$ cat src/rtl/iot_alu_pkg.sv
// Shared opcodes, FSM states and flag bundle for the sequential IoT ALU.
// Optional macro: IOT_ALU_ACC_SAT_EN (signed saturating MAC accumulator).
package iot_alu_pkg;

   localparam logic [3:0] OP_ADD    = 4'h0;
   localparam logic [3:0] OP_SUB    = 4'h1;
   localparam logic [3:0] OP_AND    = 4'h2;
   localparam logic [3:0] OP_OR     = 4'h3;
   localparam logic [3:0] OP_SLT    = 4'h4;
   localparam logic [3:0] OP_MAC    = 4'h5;
   localparam logic [3:0] OP_ANDN   = 4'h6;
   localparam logic [3:0] OP_ORN    = 4'h7;
   localparam logic [3:0] OP_SLEEP  = 4'h8;
   localparam logic [3:0] OP_WAKE   = 4'h9;
   localparam logic [3:0] OP_MUL    = 4'hA;
   localparam logic [3:0] OP_CLRACC = 4'hB;

   typedef enum logic [1:0] {
      ST_IDLE  = 2'd0,
      ST_BUSY  = 2'd1,
      ST_SLEEP = 2'd2
   } state_t;

   typedef struct packed {
      logic zero;
      logic negative;
      logic carry;
      logic overflow;
   } alu_flags_t;

   function automatic logic is_mul_op(input logic [3:0] op);
      return (op == OP_MUL) || (op == OP_MAC);
   endfunction

endpackage

$ cat src/rtl/iot_mul_iter.sv
// Iterative shift-add multiplier, MUL_BPC multiplier bits per cycle.
// done is held until the cycle after it is seen, then the unit idles.
module iot_mul_iter
   import iot_alu_pkg::*;
#(
   parameter int WIDTH   = 32,
   parameter int MUL_BPC = 1
) (
   input  logic             clk,
   input  logic             rst_n,
   input  logic             start,
   input  logic [WIDTH-1:0] a,
   input  logic [WIDTH-1:0] b,
   output logic             done,
   output logic [WIDTH-1:0] product
);

   localparam int STEPS = WIDTH / MUL_BPC;
   localparam int CW    = $clog2(STEPS + 1);

   logic             busy;
   logic [CW-1:0]    cnt;
   logic [WIDTH-1:0] mcand;
   logic [WIDTH-1:0] mplier;
   logic [WIDTH-1:0] acc_p;
   logic [WIDTH-1:0] digit;
   logic [WIDTH-1:0] partial;

   assign digit   = WIDTH'(mplier[MUL_BPC-1:0]);
   assign partial = mcand * digit;
   assign done    = busy && (cnt == CW'(STEPS));
   assign product = acc_p;

   always_ff @(posedge clk or negedge rst_n) begin
      if (!rst_n) begin
         busy   <= 1'b0;
         cnt    <= '0;
         mcand  <= '0;
         mplier <= '0;
         acc_p  <= '0;
      end else if (start) begin
         busy   <= 1'b1;
         cnt    <= '0;
         mcand  <= a;
         mplier <= b;
         acc_p  <= '0;
      end else if (done) begin
         busy   <= 1'b0;
      end else if (busy) begin
         acc_p  <= acc_p + partial;
         mcand  <= mcand << MUL_BPC;
         mplier <= mplier >> MUL_BPC;
         cnt    <= cnt + CW'(1);
      end
   end

endmodule

$ cat src/rtl/iot_alu_seq.sv
// Sequential IoT ALU: valid/ready handshakes, iterative MUL/MAC, SLEEP/WAKE.
// Optional macro: IOT_ALU_ACC_SAT_EN (signed saturating MAC accumulator).
module iot_alu_seq
   import iot_alu_pkg::*;
#(
   parameter int WIDTH   = 32,
   parameter int MUL_BPC = 1
) (
   input  logic             clk,
   input  logic             rst_n,
   input  logic             in_valid,
   output logic             in_ready,
   input  logic [3:0]       op,
   input  logic [WIDTH-1:0] a,
   input  logic [WIDTH-1:0] b,
   output logic             out_valid,
   input  logic             out_ready,
   output logic [WIDTH-1:0] result,
   output logic             zero,
   output logic             negative,
   output logic             carry,
   output logic             overflow,
   output logic             sleeping
);

   localparam int MSB = WIDTH - 1;

   state_t           state;
   logic             sleep_pend;
   logic [3:0]       op_q;
   logic [WIDTH-1:0] acc;
   alu_flags_t       flags_q;

   logic             fire_in;
   logic             fire_out;
   logic             mul_start;
   logic             mul_done;
   logic [WIDTH-1:0] prod;

   logic             sub;
   logic [WIDTH-1:0] b_eff;
   logic [WIDTH:0]   sum;
   logic [WIDTH-1:0] alu_res;
   alu_flags_t       alu_flags;

   logic [WIDTH-1:0] mac_acc;
   logic             mac_ovf;
   logic [WIDTH-1:0] busy_res;
   alu_flags_t       busy_flags;

   assign zero     = flags_q.zero;
   assign negative = flags_q.negative;
   assign carry    = flags_q.carry;
   assign overflow = flags_q.overflow;

   // A pending SLEEP result blocks new work until it is consumed.
   always_comb begin
      in_ready = 1'b0;
      case (state)
         ST_IDLE:  in_ready = !sleep_pend && (!out_valid || out_ready);
         ST_SLEEP: in_ready = 1'b1;
         default:  in_ready = 1'b0;
      endcase
   end

   assign fire_in   = in_valid && in_ready;
   assign fire_out  = out_valid && out_ready;
   assign mul_start = fire_in && (state == ST_IDLE) && is_mul_op(op);

   iot_mul_iter #(
      .WIDTH   (WIDTH),
      .MUL_BPC (MUL_BPC)
   ) u_mul (
      .clk     (clk),
      .rst_n   (rst_n),
      .start   (mul_start),
      .a       (a),
      .b       (b),
      .done    (mul_done),
      .product (prod)
   );

   assign sub   = (op == OP_SUB);
   assign b_eff = sub ? ~b : b;
   assign sum   = {1'b0, a} + {1'b0, b_eff} + {{WIDTH{1'b0}}, sub};

   always_comb begin
      alu_res   = '0;
      alu_flags = '0;
      case (op)
         OP_ADD, OP_SUB: begin
            alu_res         = sum[MSB:0];
            alu_flags.carry = sum[WIDTH];
            alu_flags.overflow = (sub ? (a[MSB] != b[MSB])
                                      : (a[MSB] == b[MSB]))
                                 && (sum[MSB] != a[MSB]);
         end
         OP_AND:  alu_res = a & b;
         OP_OR:   alu_res = a | b;
         OP_SLT:  alu_res = WIDTH'($signed(a) < $signed(b));
         OP_ANDN: alu_res = a & ~b;
         OP_ORN:  alu_res = a | ~b;
         OP_WAKE: alu_res = a;
         default: alu_res = '0;
      endcase
      alu_flags.zero     = (alu_res == '0);
      alu_flags.negative = alu_res[MSB];
   end

`ifdef IOT_ALU_ACC_SAT_EN
   logic [WIDTH:0] ssum;

   assign ssum = {acc[MSB], acc} + {prod[MSB], prod};

   always_comb begin
      mac_acc = ssum[MSB:0];
      mac_ovf = 1'b0;
      if (ssum[WIDTH] != ssum[MSB]) begin
         mac_ovf = 1'b1;
         mac_acc = ssum[WIDTH] ? {1'b1, {MSB{1'b0}}}
                               : {1'b0, {MSB{1'b1}}};
      end
   end
`else
   assign mac_acc = acc + prod;
   assign mac_ovf = 1'b0;
`endif

   always_comb begin
      busy_res            = (op_q == OP_MAC) ? mac_acc : prod;
      busy_flags          = '0;
      busy_flags.zero     = (busy_res == '0);
      busy_flags.negative = busy_res[MSB];
      busy_flags.overflow = (op_q == OP_MAC) && mac_ovf;
   end

   always_ff @(posedge clk or negedge rst_n) begin
      if (!rst_n) begin
         state      <= ST_IDLE;
         sleep_pend <= 1'b0;
         op_q       <= '0;
         acc        <= '0;
         result     <= '0;
         flags_q    <= '0;
         out_valid  <= 1'b0;
         sleeping   <= 1'b0;
      end else begin
         case (state)
            ST_IDLE: begin
               if (fire_out) begin
                  out_valid <= 1'b0;
                  if (sleep_pend) begin
                     state      <= ST_SLEEP;
                     sleeping   <= 1'b1;
                     sleep_pend <= 1'b0;
                  end
               end
               if (fire_in) begin
                  if (is_mul_op(op)) begin
                     state <= ST_BUSY;
                     op_q  <= op;
                  end else begin
                     result     <= alu_res;
                     flags_q    <= alu_flags;
                     out_valid  <= 1'b1;
                     sleep_pend <= (op == OP_SLEEP);
                     if (op == OP_CLRACC)
                        acc <= '0;
                  end
               end
            end
            ST_BUSY: begin
               if (mul_done) begin
                  result    <= busy_res;
                  flags_q   <= busy_flags;
                  out_valid <= 1'b1;
                  state     <= ST_IDLE;
                  if (op_q == OP_MAC)
                     acc <= mac_acc;
               end
            end
            ST_SLEEP: begin
               if (fire_in && (op == OP_WAKE)) begin
                  result    <= alu_res;
                  flags_q   <= alu_flags;
                  out_valid <= 1'b1;
                  state     <= ST_IDLE;
                  sleeping  <= 1'b0;
               end
            end
            default: state <= ST_IDLE;
         endcase
      end
   end

endmodule

$ cat config.mk
export PLATFORM = sky130hd
export DESIGN_NAME = iot_alu_seq
export DESIGN_NICKNAME = d
export VERILOG_FILES = /design/src/rtl/iot_alu_pkg.sv /design/src/rtl/iot_mul_iter.sv /design/src/rtl/iot_alu_seq.sv
export SDC_FILE = /design/constraint.sdc
export NUM_CORES = 1
export LEC_CHECK = 0
export CAP_MARGIN = 0
export CORE_UTILIZATION = 60
export CTS_CLUSTER_DIAMETER = 60
export DETAILED_ROUTE_END_ITERATION = 7
export GPL_ROUTABILITY_DRIVEN = 1
export PLACE_DENSITY = 0.85
export SYNTH_ARGS = -nofsm -noshare
export SYNTH_HDL_FRONTEND = slang
export SYNTH_SLANG_ARGS = --single-unit
export TNS_END_PERCENT = 30
$ cat constraint.sdc
create_clock -name clk -period 4.4 [get_ports clk]
set_input_delay 0.66 -clock clk [delete_from_list [all_inputs] [get_ports clk]]
set_output_delay 0.66 -clock clk [all_outputs]
set_load 0.01 [all_outputs]
# Word level (Yosys, flattened, before mapping)
# Cells that the tools add are included.
dict set report totals {
  reg_bits 180
  inputBits 72
  out_inout_bits 39
  wordCells 140
}
dict set report classes {
  n_addsub 5
  n_mul 1
  magnitude_cmp 1
  eq_ne 27
  n_mux 56
  bitwise 5
  reduce_logical 29
}
# operator count
set ops {}
lappend ops {{$mux 32} 20}
lappend ops {{$pmux 32 s7} 1}
lappend ops {{$pmux 32 s3} 1}
lappend ops {{$add 32x32->32} 2}
lappend ops {{$and 32x32->32} 2}
lappend ops {{$logic_not 32->1} 2}
lappend ops {{$or 32x32->32} 2}
lappend ops {{$pmux 32 s2} 1}
lappend ops {{$add 32x32->33} 1}
lappend ops {{$add 33x1->33} 1}
lappend ops {{$lt 32x32->1} 1}
lappend ops {{$mul 32x1->32} 1}
lappend ops {{$not 32->32} 1}
lappend ops {{$eq 4x3->1 const B} 5}
lappend ops {{$mux 6} 3}
lappend ops {{$eq 4x4->1 const B} 4}
lappend ops {{$mux 4} 4}
lappend ops {{$ne 2x2->1 const B} 8}
lappend ops {{$mux 1} 14}
lappend ops {{$mux 2} 7}
lappend ops {{$pmux 4 s3} 1}
lappend ops {{$eq 4x2->1 const B} 2}
lappend ops {{$logic_and 1x1->1} 8}
lappend ops {{$reduce_bool 2->1} 4}
lappend ops {{22 further kinds} 28}

# Logic depth before layout (Yosys ltp)
# Gate-level depths: netlist of run 1.
dict set report logic_depth {
  depth_word 10
  ltp_mapped 18
  depth_no_buf 16
}

# By module
# A second synthesis of run 1 with hierarchy kept.
dict set report hier_totals {
  hier_cells 1972
  hier_area_um2 16060.4
}
# mod n_inst cells_per_inst area_per_inst_um2
set modules_own_cells {}
lappend modules_own_cells {iot_alu_seq 1 1253 9649.3}
lappend modules_own_cells {iot_mul_iter 1 719 6411.1}

# Worst setup path after synthesis of run 1
# No wires, ideal clock.
dict set report synth_path {
  kind {input to register}
  startpoint {in op[2]}
  endpoint {reg flags_q (netlist bit zero)}
  setup_time_ns 0.064
  arrival_ns 4.978
  t_required_ns 4.336
  path_slack_ns -0.642
  path_stages 18
  path_cell_list {buf_2 > nor4b_1 > buf_2 > buf_1 > mux2i_1 > fa_1 > nand3b_1 > a211o_1 > a21boi_0 > a21oi_1 > o31a_1 > a21oi_1 > a41o_1 > xnor2_1 > o21ai_0 > or4b_2 > nor4_1 > a211o_1}
}
dict set report synth_between {
  elab_chain_cells 9
  word_cells_on_any_way 25
  classes_between {add/sub: 2; eq/ne: 11; mux: 6; reduce/logical: 6}
}
# item line_no
set synth_rtl {}
lappend synth_rtl {{start: declaration} iot_alu_seq.sv:13} ;# input logic [3:0] op,
lappend synth_rtl {{$eq 4x1->1} {iot_alu_seq.sv:83, iot_alu_seq.sv:90}}
lappend synth_rtl {{$mux 32} iot_alu_seq.sv:84} ;# assign b_eff = sub ? ~b : b;
lappend synth_rtl {{$add 32x32->33} iot_alu_seq.sv:85} ;# assign sum = {1'b0, a} + {1'b0, b_eff} + {{WIDTH{1'b0}}, sub};
lappend synth_rtl {{$add 33x1->33} iot_alu_seq.sv:85}
lappend synth_rtl {{$pmux 32 s7} iot_alu_seq.sv:90} ;# case (op)
lappend synth_rtl {{$logic_not 32->1} iot_alu_seq.sv:106} ;# alu_flags.zero = (alu_res == '0);
lappend synth_rtl {{$mux 4} iot_alu_seq.sv:159} ;# if (is_mul_op(op)) begin
lappend synth_rtl {{$mux 4} iot_alu_seq.sv:158} ;# if (fire_in) begin
lappend synth_rtl {{$pmux 4 s3} iot_alu_seq.sv:148} ;# case (state)
lappend synth_rtl {{end signal: assignment} iot_alu_seq.sv:164} ;# flags_q <= alu_flags;
lappend synth_rtl {{end signal: assignment} iot_alu_seq.sv:175} ;# flags_q <= busy_flags;
lappend synth_rtl {{end signal: assignment} iot_alu_seq.sv:185} ;# flags_q <= alu_flags;
lappend synth_rtl {{end: declaration} iot_alu_seq.sv:32} ;# alu_flags_t flags_q;
# Parallel ways exist; a longest one is shown, timed or not. The select of a mux whose other input is x is not followed.
# A chain may end at the register's enable or synchronous reset.

# Worst setup path after layout of run 1
dict set report layout_path {
  startpoint {in b[1]}
  endpoint {reg flags_q (netlist bit zero)}
}
dict set report layout_between {
  elab_chain_cells 9
  word_cells_on_any_way 15
  classes_between {add/sub: 2; order compare: 1; mux: 6; bitwise: 5; reduce/logical: 1}
}
# item line_no
set layout_rtl {}
lappend layout_rtl {{start: declaration} iot_alu_seq.sv:15} ;# input logic [WIDTH-1:0] b,
lappend layout_rtl {{$not 32->32} {iot_alu_seq.sv:84, iot_alu_seq.sv:101, iot_alu_seq.sv:102}}
lappend layout_rtl {{$mux 32} iot_alu_seq.sv:84}
lappend layout_rtl {{$add 32x32->33} iot_alu_seq.sv:85}
lappend layout_rtl {{$add 33x1->33} iot_alu_seq.sv:85}
lappend layout_rtl {{$pmux 32 s7 *} iot_alu_seq.sv:90}
lappend layout_rtl {{$logic_not 32->1 *} iot_alu_seq.sv:106}
lappend layout_rtl {{$mux 4} iot_alu_seq.sv:159}
lappend layout_rtl {{$mux 4} iot_alu_seq.sv:158}
lappend layout_rtl {{$pmux 4 s3 *} iot_alu_seq.sv:148}
# Every way passes the cells marked *; elsewhere a longest branch is shown, timed or not. The select of a mux whose other input is x is not followed.

==> results of run 1 <==
## power by group through the flow
stage | Combinational [mW] | Clock [mW] | Sequential, mW
5_1_grt | 6.02 | 1.76 | 2.85
4_1_cts | 5.38 | 1.70 | 2.77
3_5_place_dp | 5.32 | 0 | 2.79
3_3_place_gp | 5.15 | 0 | 2.75
2_1_floorplan | 3.60 | 0 | 2.70
6_report | 5.48 | 1.69 | 2.79
## metal layers
metal / share of wire / wire (um) / vias to the layer above / global-route usage
met1: 0.43 / 21200 / 7728 / 0.519
li1: - / - / 7702 / -
met5: 0 / 0 / - / 0
met2: 0.46 / 22500 / 814 / 0.595
met3: 0.085 / 4200 / 104 / 0.0569
met4: 0.025 / 1240 / 0 / 0.105
## worst paths after layout
kind	from	end	depth (start not counted)
hold / removal	rst_n	acc[1]$_DFFE_PN0P_	1
hold reg to reg	result[0]$_DFFE_PN0P_	result[0]$_DFFE_PN0P_	2
setup / recovery	b[1]	zero$_DFFE_PN0P_	18
max in group asynchronous	rst_n	u_mul.mplier[14]$_DFFE_PN0P_	2
setup reg to reg	acc[0]$_DFFE_PN0P_	zero$_DFFE_PN0P_	14
min in group clk	result[0]$_DFFE_PN0P_	result[0]$_DFFE_PN0P_	2
## metrics by stage
step | total power [mW] | hold WS [ps] | cell area, um2 | utilization | std cells
after floorplan | 6.30 | 364 | 15700 | - | 2001
after global placement | 7.90 | 461 | 18500 | 0.726 | 2544
after detailed placement | 8.11 | 469 | 18500 | 0.726 | 2544
after CTS | 9.84 | 343 | 19100 | 0.754 | 2579
after global routing | 10.6 | 387 | 19300 | 0.762 | 2594
final | 9.96 | 262 | 19300 | 0.762 | 2594
## flip-flops by register name, indices dropped and copies added, names as in the netlist
signal / cells
carry: 1
u_mul.product: 32
result: 32
sleep_pend: 1
u_mul.mplier: 32
out_valid: 1
zero: 1
op_q: 4
overflow: 1
u_mul.cnt: 6
acc: 32
sleeping: 1
u_mul.busy: 1
u_mul.mcand: 32
state: 2
## kinds of logic (layout without fill, tap and decap cells)
family | Yosys count | count (layout) | share of synthesized area
compound gates | 618 | 618 | 0.250
xor+xnor | 118 | 118 | 0.0661
fa+ha+maj | 157 | 157 | 0.125
buf+inv | 179 | 441 | 0.0443
flops | 179 | 179 | 0.287
mux | 20 | 20 | 0.0130
other cells | 0 | 1 | 0
simple gates | 730 | 730 | 0.215
## Yosys cell counts (all sizes together), types with 4 or more instances
| library cell | count | area (um2) |
|---|---|---|
| nand2 | 348 | 1310 |
| dfrtp | 179 | 4480 |
| a21oi | 171 | 856 |
| nor2 | 141 | 529 |
| ha | 139 | 1740 |
| o21ai | 116 | 581 |
| clkbuf | 88 | 330 |
| a31oi | 83 | 519 |
| xnor2 | 78 | 683 |
| inv | 67 | 251 |
| a21o | 48 | 360 |
| and2 | 43 | 269 |
| xor2 | 40 | 350 |
| nor3 | 37 | 185 |
| nand3 | 28 | 140 |
| o21a | 25 | 188 |
| buf | 24 | 110 |
| nand4 | 22 | 138 |
| o22ai | 20 | 125 |
| a211oi | 19 | 143 |
| o211ai | 19 | 143 |
| and3 | 17 | 106 |
| mux2i | 17 | 170 |
| nor2b | 17 | 106 |
| a22o | 16 | 149 |
| maj3 | 15 | 150 |
| nand2b | 12 | 75.1 |
| nor4 | 12 | 75.1 |
| o31ai | 12 | 90.1 |
| a211o | 11 | 96.3 |
| a22oi | 11 | 82.6 |
| o21bai | 11 | 82.6 |
| or3 | 10 | 62.6 |
| nor3b | 9 | 67.6 |
| o221ai | 8 | 70.1 |
| and4 | 7 | 61.3 |
| a21boi | 6 | 45.0 |
| o2111ai | 6 | 52.6 |
| a221oi | 5 | 43.8 |
| nand3b | 5 | 37.5 |
| a2111oi | 4 | 35.0 |
| or2 | 4 | 25.0 |
| or4 | 4 | 30.0 |
## critical path: cells and delay by family
family,cells,cell delay [ps]
AO/OA/AOI/OAI,7,1610
AND/OR/NAND/NOR,4,1040
buffers and inverters,4,820
adder cells (fa/ha/maj),1,330
XOR/XNOR,2,270
## layout make-up
type / count / area, um2 / area share
clock inverter: 15 / 229 / 0.0118
multi-input combinational: 1643 / 10700 / 0.551
antenna: 1 / 2.50 / 0.000129
timing repair buffer: 342 / 2880 / 0.149
inverter: 67 / 251 / 0.0130
clock buffer: 17 / 425 / 0.0220
tap: 330 / 413 / 0.0213
sequential: 179 / 4480 / 0.232
## repair_timing
action,4_1_cts,5_1_grt
setup endpoints to repair,8,7
resized for setup,6,26
setup buffers,3,14
pin swaps,4,17
==> reports/results.ini, run 1 <==
[setup_path]
worstPathMaxFanout = 4
critPathLaunchType = primary input
crit_chain = clkdlybuf4s50_1 -> inv_1 -> xnor2_2 -> inv_1 -> fa_2 -> nand3b_1 -> a211o_1 -> a21boi_2 -> a21oi_1 -> o31a_1 -> buf_4 -> a21oi_4 -> xor2_1 -> a221oi_2 -> nand4_1 -> or4_4 -> nor4_4 -> a211o_1
required_ps = 4790
cp-end-kind = flop
r2r_slack_ps = 200
cp.arrival_ps = 4730
crit_type = primary input to flop
max_stage_delay_ps = 560
critPathSlowestCell = or4_4

[power_and_ir_drop]
p_sw_mw = 4.52
internal-power_mw = 5.44
peakVddDrop_v = 0.000577
p_sw_frac = 0.453
comb_power_share = 0.550
power_density_mw_per_mm2 = 515
seqPwrFrac = 0.280
p_leak_nw = 9.02
clkPwrFrac = 0.170

[global_routing]
antenna_found_initial = 1
grt_max_degree = 104
grt_pass1_wl_um = 78900
overflow = 0
grt_pass1_vias = 15312
track_usage = 0.372

[yosys]
synth-edff-count = 0
synth_cells = 2001
avgSynthCellArea_um2 = 7.81
synth_nets = 2215
yosysUniqueCellTypes = 77
syn_area_mm2 = 0.0156
yosys_register_bits = 179
yosys_warnings = 0
synthFlopType = dfrtp_1
ys_seq_area_frac = 0.287
postSynth.asyncResetShare = 1.00

[floorplan]
placementRows = 58
initial_utilization = 0.615
core_mm2 = 0.0254
die_h_um = 163
dieArea_mm2 = 0.0267
die_x_um = 163
num_io_pins = 111

[layout]
final_cell_mix = 345 x nand2_1, 227 x buf_4, 179 x dfrtp_1
drive_gt1_frac = 0.139
syn_to_final_growth_pct = 23.7
nNetsFinal = 2464
mostFrequentLayoutCell = nand2_1
nFillCells = 1861

[detailed_routing]
wl_per_cell_um = 19.0
vias = 16348
dr.pass1.iters = 6
via_per_inst = 6.30
drc = 0
first_iter_violations = 1752
totalWireLength_um = 49200
ant_nets = 0

[timing]
setup-tns-final_ps = 0
clock_skew_ps = 27.4
slew_viol_final = 0
max_freq_mhz = 230
finalCritPeriodShare = 0.987
hold_viol = 0
period_minus_slack_ps = 4340
worst_pin_slew_ps = 1100
setup_slack_ps = 57.2
setup_violations = 0
slew_headroom = 0.266

[clocking]
clk_path_buf_depth = 2
clock-sinks = 179
clock_latency_ps = 460
numCtsBuffers = 17
postCtsHoldBufs = 0
clkSlewWorstSetupHoldPaths_ps = 80
cts_tree = yes
clockRootBuffer = clkbuf_16
cts_max_level = 4

[run]
drv_cap = 0

[place]
place_congestion = 0.970
io_buffer_count = 110
place.detailed.hpwl_um = 37300
preCtsSetupSlack_ps = -746

[worst_hold_path]
min_path_type = primary input to async pin

[status]
status = finished clean

(Power assumes the default switching activity.)
==> run 2, diff against run 1 <==
- SKIP_CTS_REPAIR_TIMING: not set -> 1
==> run 2 against run 1 <==
Final cell count hardly changed. Combinational power hardly changed. Sequential power about the same. Sequential cell count unchanged. Clock skew hardly changed. Final area up 0.33%. Die area unchanged. Highest routed layer unchanged.
==> reports/results.ini, run 2 (synthesis gave the netlist of run 1 again) <==
[floorplan]
initial_utilization = 0.615  ; unchanged
dieArea_mm2 = 0.0267  ; unchanged
placementRows = 58  ; unchanged
die_h_um = 163  ; unchanged
core_mm2 = 0.0254  ; unchanged
die_x_um = 163  ; unchanged
num_io_pins = 111  ; unchanged

[setup_path]
cp.arrival_ps = 4670  ; -60 ps
crit_chain = clkdlybuf4s50_1 -> inv_1 -> ha_1 -> a21o_1 -> a21o_1 -> a21oi_1 -> o21a_1 -> nor2_1 -> a2111oi_0 -> buf_4 -> mux2i_1 -> nor3_1 -> o211ai_1 -> or4_4 -> nor4_4 -> a211o_1
cp_common_cell = a21o_1
worst-path-buf-inv = 3  ; -1
cp-end-kind = flop
critPathLaunchType = primary input
critPathSlowestCell = nor3_1
critical_path.top_delay_family = compound AO/OA/AOI/OAI gates
required_ps = 4790  ; about the same
crit_type = primary input to flop
max_stage_delay_ps = 580  ; +20 ps
worstPathMaxFanout = 4  ; unchanged

[layout]
nNetsFinal = 2466  ; +0.081%
drive_gt1_frac = 0.143  ; +0.00385
utilization = 0.764  ; +0.00251
final_cell_mix = 345 x nand2_1, 228 x buf_4, 179 x dfrtp_1
nFillCells = 1846  ; -0.81%
stdcell_area_mm2 = 0.0194  ; +0.33%
mostFrequentLayoutCell = nand2_1
syn_to_final_growth_pct = 24.1

[place]
place_congestion = 0.970  ; unchanged
io_buffer_count = 110  ; unchanged
dpl_cell_area_mm2 = 0.0185  ; unchanged
place.detailed.hpwl_um = 37300  ; unchanged

[power_and_ir_drop]
peakVddDrop_v = 0.000575  ; -0.33%
power.total_mw = 9.97  ; about the same
power_density_mw_per_mm2 = 514  ; -0.23%
p_leak_nw = 9.05  ; +0.38%

[clocking]
numCtsBuffers = 17  ; unchanged
clock-sinks = 179  ; unchanged
cts_max_level = 4  ; unchanged
clk_path_buf_depth = 2  ; unchanged
clockRootBuffer = clkbuf_16
clock_latency_ps = 460  ; about the same
cts_tree = yes
clkSlewWorstSetupHoldPaths_ps = 80  ; about the same

[detailed_routing]
via_per_inst = 6.34  ; +0.63%
dr.pass1.iters = 6  ; unchanged
wl_per_cell_um = 19.1  ; +0.73%
first_iter_violations = 1876  ; +7.1%
drc = 0  ; unchanged
vias = 16463  ; +0.70%
ant_nets = 0  ; unchanged
totalWireLength_um = 49600  ; +0.81%

[timing]
hold_viol = 0  ; unchanged
slew_viol_final = 0  ; unchanged
holdWs_ps = 259  ; -3.06 ps
clock_skew_ps = 27.2  ; -0.151 ps
setup_violations = 0  ; unchanged
finalCritPeriodShare = 0.973  ; -0.0137
period_minus_slack_ps = 4280  ; -60.4 ps
max_freq_mhz = 234  ; +1.4%
worst_pin_slew_ps = 1110  ; +5.74 ps
setup-tns-final_ps = 0  ; unchanged
slew_headroom = 0.262  ; -0.00383

[worst_hold_path]
min_path_type = primary input to async pin

[global_routing]
track_usage = 0.371  ; -0.00148
grt_pass1_wl_um = 78500  ; -0.53%
grt_pass1_vias = 15251  ; -0.40%
grt_max_degree = 104  ; unchanged
antenna_found_initial = 2  ; +1
overflow = 0  ; unchanged

[status]
status = finished clean

[run]
drv_cap = 0  ; unchanged

## run 2: power by group
part           internal, mW  switching (mW)
clock                 0.887           0.802
sequential             2.27           0.513
combinational          2.29            3.20
total                  5.45            4.52
## run 2: routing by layer
| metal | vias to the layer above | track usage | part of all wire |
|---|---|---|---|
| met1 | 7795 | 0.516 | 0.43 |
| li1 | 7705 | - | - |
| met2 | 841 | 0.591 | 0.46 |
| met5 | - | 0 | 0 |
| met3 | 122 | 0.0582 | 0.088 |
| met4 | 0 | 0.108 | 0.026 |
## run 2: path summary, 6_finish.rpt
path                                                end  cells after the start             startpoint  slack [ps]
setup reg to reg                       zero$_DFFE_PN0P_                     14     acc[0]$_DFFE_PN0P_         190
max in group asynchronous  u_mul.mplier[14]$_DFFE_PN0P_                      2                  rst_n        3080
setup / recovery                       zero$_DFFE_PN0P_                     16                  b[21]         120
min in group clk                  result[0]$_DFFE_PN0P_                      2  result[0]$_DFFE_PN0P_         480
hold reg to reg                   result[0]$_DFFE_PN0P_                      2  result[0]$_DFFE_PN0P_         480
hold / removal                       acc[1]$_DFFE_PN0P_                      1                  rst_n         260
## run 2: final cells by class
class	count	area [um2]	area share
sequential	179	4480	0.231
clock inverter	15	229	0.0118
multi-input combinational	1643	10700	0.551
inverter	67	251	0.0130
clock buffer	17	425	0.0219
tap	330	413	0.0213
antenna	1	2.50	0.000129
timing repair buffer	344	2910	0.150
## run 2: through the flow
stage          cells  setup slack [ps]
6_report        2596               118
5_1_grt         2595             -36.4
4_1_cts         2576              -328
3_5_place_dp    2544              -746
3_3_place_gp    2544              -619
2_1_floorplan   2001              5.91
==> run 3, diff against run 2 <==
- clock period: 4.4 -> 5.4 ns (I/O delays scaled with it)
==> run 3 against run 2 <==
Worst setup slack improved by 89 ps. Total power decreased by 21%. Global-route usage decreased by 1.3 points. Worst hold slack improved by 140 ps. Final area decreased by 7.8%. Highest routed layer unchanged. Combinational power decreased by 24%.
==> reports/results.ini, run 3 (synthesis gave the netlist of run 1 again) <==
[clocking]
cts_max_level = 4  ; unchanged
clock_latency_ps = 460  ; about the same
clk_path_buf_depth = 2  ; unchanged
numCtsBuffers = 17  ; unchanged
clkSlewWorstSetupHoldPaths_ps = 90  ; about the same
clockRootBuffer = clkbuf_16
cts_tree = yes
clock-sinks = 179  ; unchanged

[power_and_ir_drop]
internal-power_mw = 4.17  ; -23%
power_density_mw_per_mm2 = 438  ; -15%
p_sw_mw = 3.66  ; -19%
peakVddDrop_v = 0.000280  ; -51%
clkPwrFrac = 0.174  ; +0.005
seqPwrFrac = 0.293  ; +0.014
p_leak_nw = 8.16  ; -9.9%
comb_power_share = 0.532  ; -0.019
p_sw_frac = 0.467  ; +0.0138

[status]
status = finished clean

[setup_path]
cp-end-kind = flop
r2r_slack_ps = 640  ; +450 ps
cp_common_cell = buf_4
crit_chain = clkdlybuf4s50_1 -> nor4b_2 -> buf_4 -> buf_4 -> xnor2_1 -> ha_1 -> a21o_1 -> a2bb2oi_1 -> a21boi_0 -> buf_4 -> a211o_1 -> xnor2_1 -> o221ai_1 -> nand4bb_1 -> nor4_1 -> nand4_1 -> or4_1 -> nor4_1 -> a211o_1
critical_path.top_delay_family = simple AND/OR/NAND/NOR gates
required_ps = 5800  ; +1010 ps
worst-path-buf-inv = 4  ; +1
max_stage_delay_ps = 460  ; -120 ps
cp.arrival_ps = 5590  ; +920 ps
reg2reg_to = u_mul.product[31]$_DFFE_PN0P_
reg2reg_depth = 15  ; +1
crit_type = primary input to flop
worstReg2RegStart = u_mul.mplier[0]$_DFFE_PN0P_
critPathSlowestCell = clkdlybuf4s50_1
worstPathMaxFanout = 7  ; +3
critPathLaunchType = primary input

[detailed_routing]
via_per_inst = 6.39  ; +0.69%
vias = 15504  ; -5.8%
drc = 0  ; unchanged
first_iter_violations = 1826  ; -2.7%
totalWireLength_um = 46900  ; -5.4%
dr.pass1.iters = 6  ; unchanged
ant_nets = 0  ; unchanged
wl_per_cell_um = 19.3  ; +1.1%

[global_routing]
track_usage = 0.358  ; -0.0129
antenna_found_initial = 0  ; -2
overflow = 0  ; unchanged
grt_max_degree = 111  ; +6.7%
grt_pass1_wl_um = 75600  ; -3.7%
grt_pass1_vias = 14583  ; -4.4%

[timing]
setup_violations = 0  ; unchanged
setup_slack_ps = 207  ; +89.2 ps
hold_viol = 0  ; unchanged
period_minus_slack_ps = 5190
slew_headroom = 0.194  ; -0.0677
worst_pin_slew_ps = 1180  ; +71.1 ps
setup-tns-final_ps = 0  ; unchanged
finalCritPeriodShare = 0.962
rsz0062_at_grt = no
slew_viol_final = 0  ; unchanged
max_freq_mhz = 193
clock_skew_ps = 22.9  ; -4.32 ps

[floorplan]
die_h_um = 163  ; unchanged
placementRows = 58  ; unchanged
die_x_um = 163  ; unchanged
dieArea_mm2 = 0.0267  ; unchanged
num_io_pins = 111  ; unchanged
core_mm2 = 0.0254  ; unchanged
initial_utilization = 0.615  ; unchanged

[place]
preCtsSetupSlack_ps = -126  ; +620 ps
place.detailed.hpwl_um = 34600  ; -7.3%
dpl_cell_area_mm2 = 0.0173  ; -6.5%
dp_cells = 2396  ; -5.8%
io_buffer_count = 110  ; unchanged
place_congestion = 0.970  ; about the same

[layout]
stdcell_area_mm2 = 0.0179  ; -7.8%
final_cell_mix = 345 x nand2_1, 179 x dfrtp_1, 170 x a21oi_1
drive_gt1_frac = 0.0601  ; -0.0830
nNetsFinal = 2299  ; -6.8%
mostFrequentLayoutCell = nand2_1
syn_to_final_growth_pct = 14.5
antenna_cells = 0  ; -1
nFillCells = 2078  ; +13%
layout.cells.non_filler = 2428  ; -6.5%

[run]
drv_cap = 0  ; unchanged

[worst_hold_path]
min_path_type = primary input to async pin

-- run 3: stage by stage --
stage	util	power, mW	hold WS, ps
after CTS	0.704	7.76	480
after global placement	0.679	6.23	459
after global routing	0.705	8.38	508
after detailed placement	0.679	6.38	470
after floorplan	-	5.13	455
final	0.705	7.83	400
-- run 3: power groups by stage --
stage                     logic, mW  clock network (mW)  registers [mW]
after floorplan                2.93                   0            2.20
after global placement         3.95                   0            2.28
after detailed placement       4.08                   0            2.30
after CTS                      4.11                1.37            2.28
after global routing           4.61                1.42            2.35
final                          4.17                1.36            2.30
-- run 3: metal layers --
metal  up-vias  wire length, um  part of all wire  GRT usage
met4         0             1190             0.025      0.100
li1       7375                -                 -          -
met2       747            20700              0.44      0.561
met1      7283            21100              0.45      0.511
met5         -                0                 0          0
met3        99             3850             0.082     0.0505
-- run 3: worst max path at each step --
stage | from | endpoint | slack (ps) | depth (start not counted)
final | op[1] | zero$_DFFE_PN0P_ | 210 | 19
after global routing | op[1] | zero$_DFFE_PN0P_ | 20 | 19
after CTS | op[1] | zero$_DFFE_PN0P_ | 270 | 19
after detailed placement | op[1] | zero$_DFFE_PN0P_ | -130 | 18
after global placement | op[1] | zero$_DFFE_PN0P_ | -30 | 17
after floorplan | op[2] | zero$_DFFE_PN0P_ | 210 | 18
-- run 3: final cells by class --
class / instances / area [um2] / share of cell area
Timing Repair Buffer: 177 / 1600 / 0.0893
Clock inverter: 15 / 213 / 0.0119
Clock buffer: 17 / 425 / 0.0238
Inverter: 67 / 251 / 0.0141
Multi-Input combinational cell: 1643 / 10500 / 0.588
Tap cell: 330 / 413 / 0.0231
Sequential cell: 179 / 4480 / 0.250
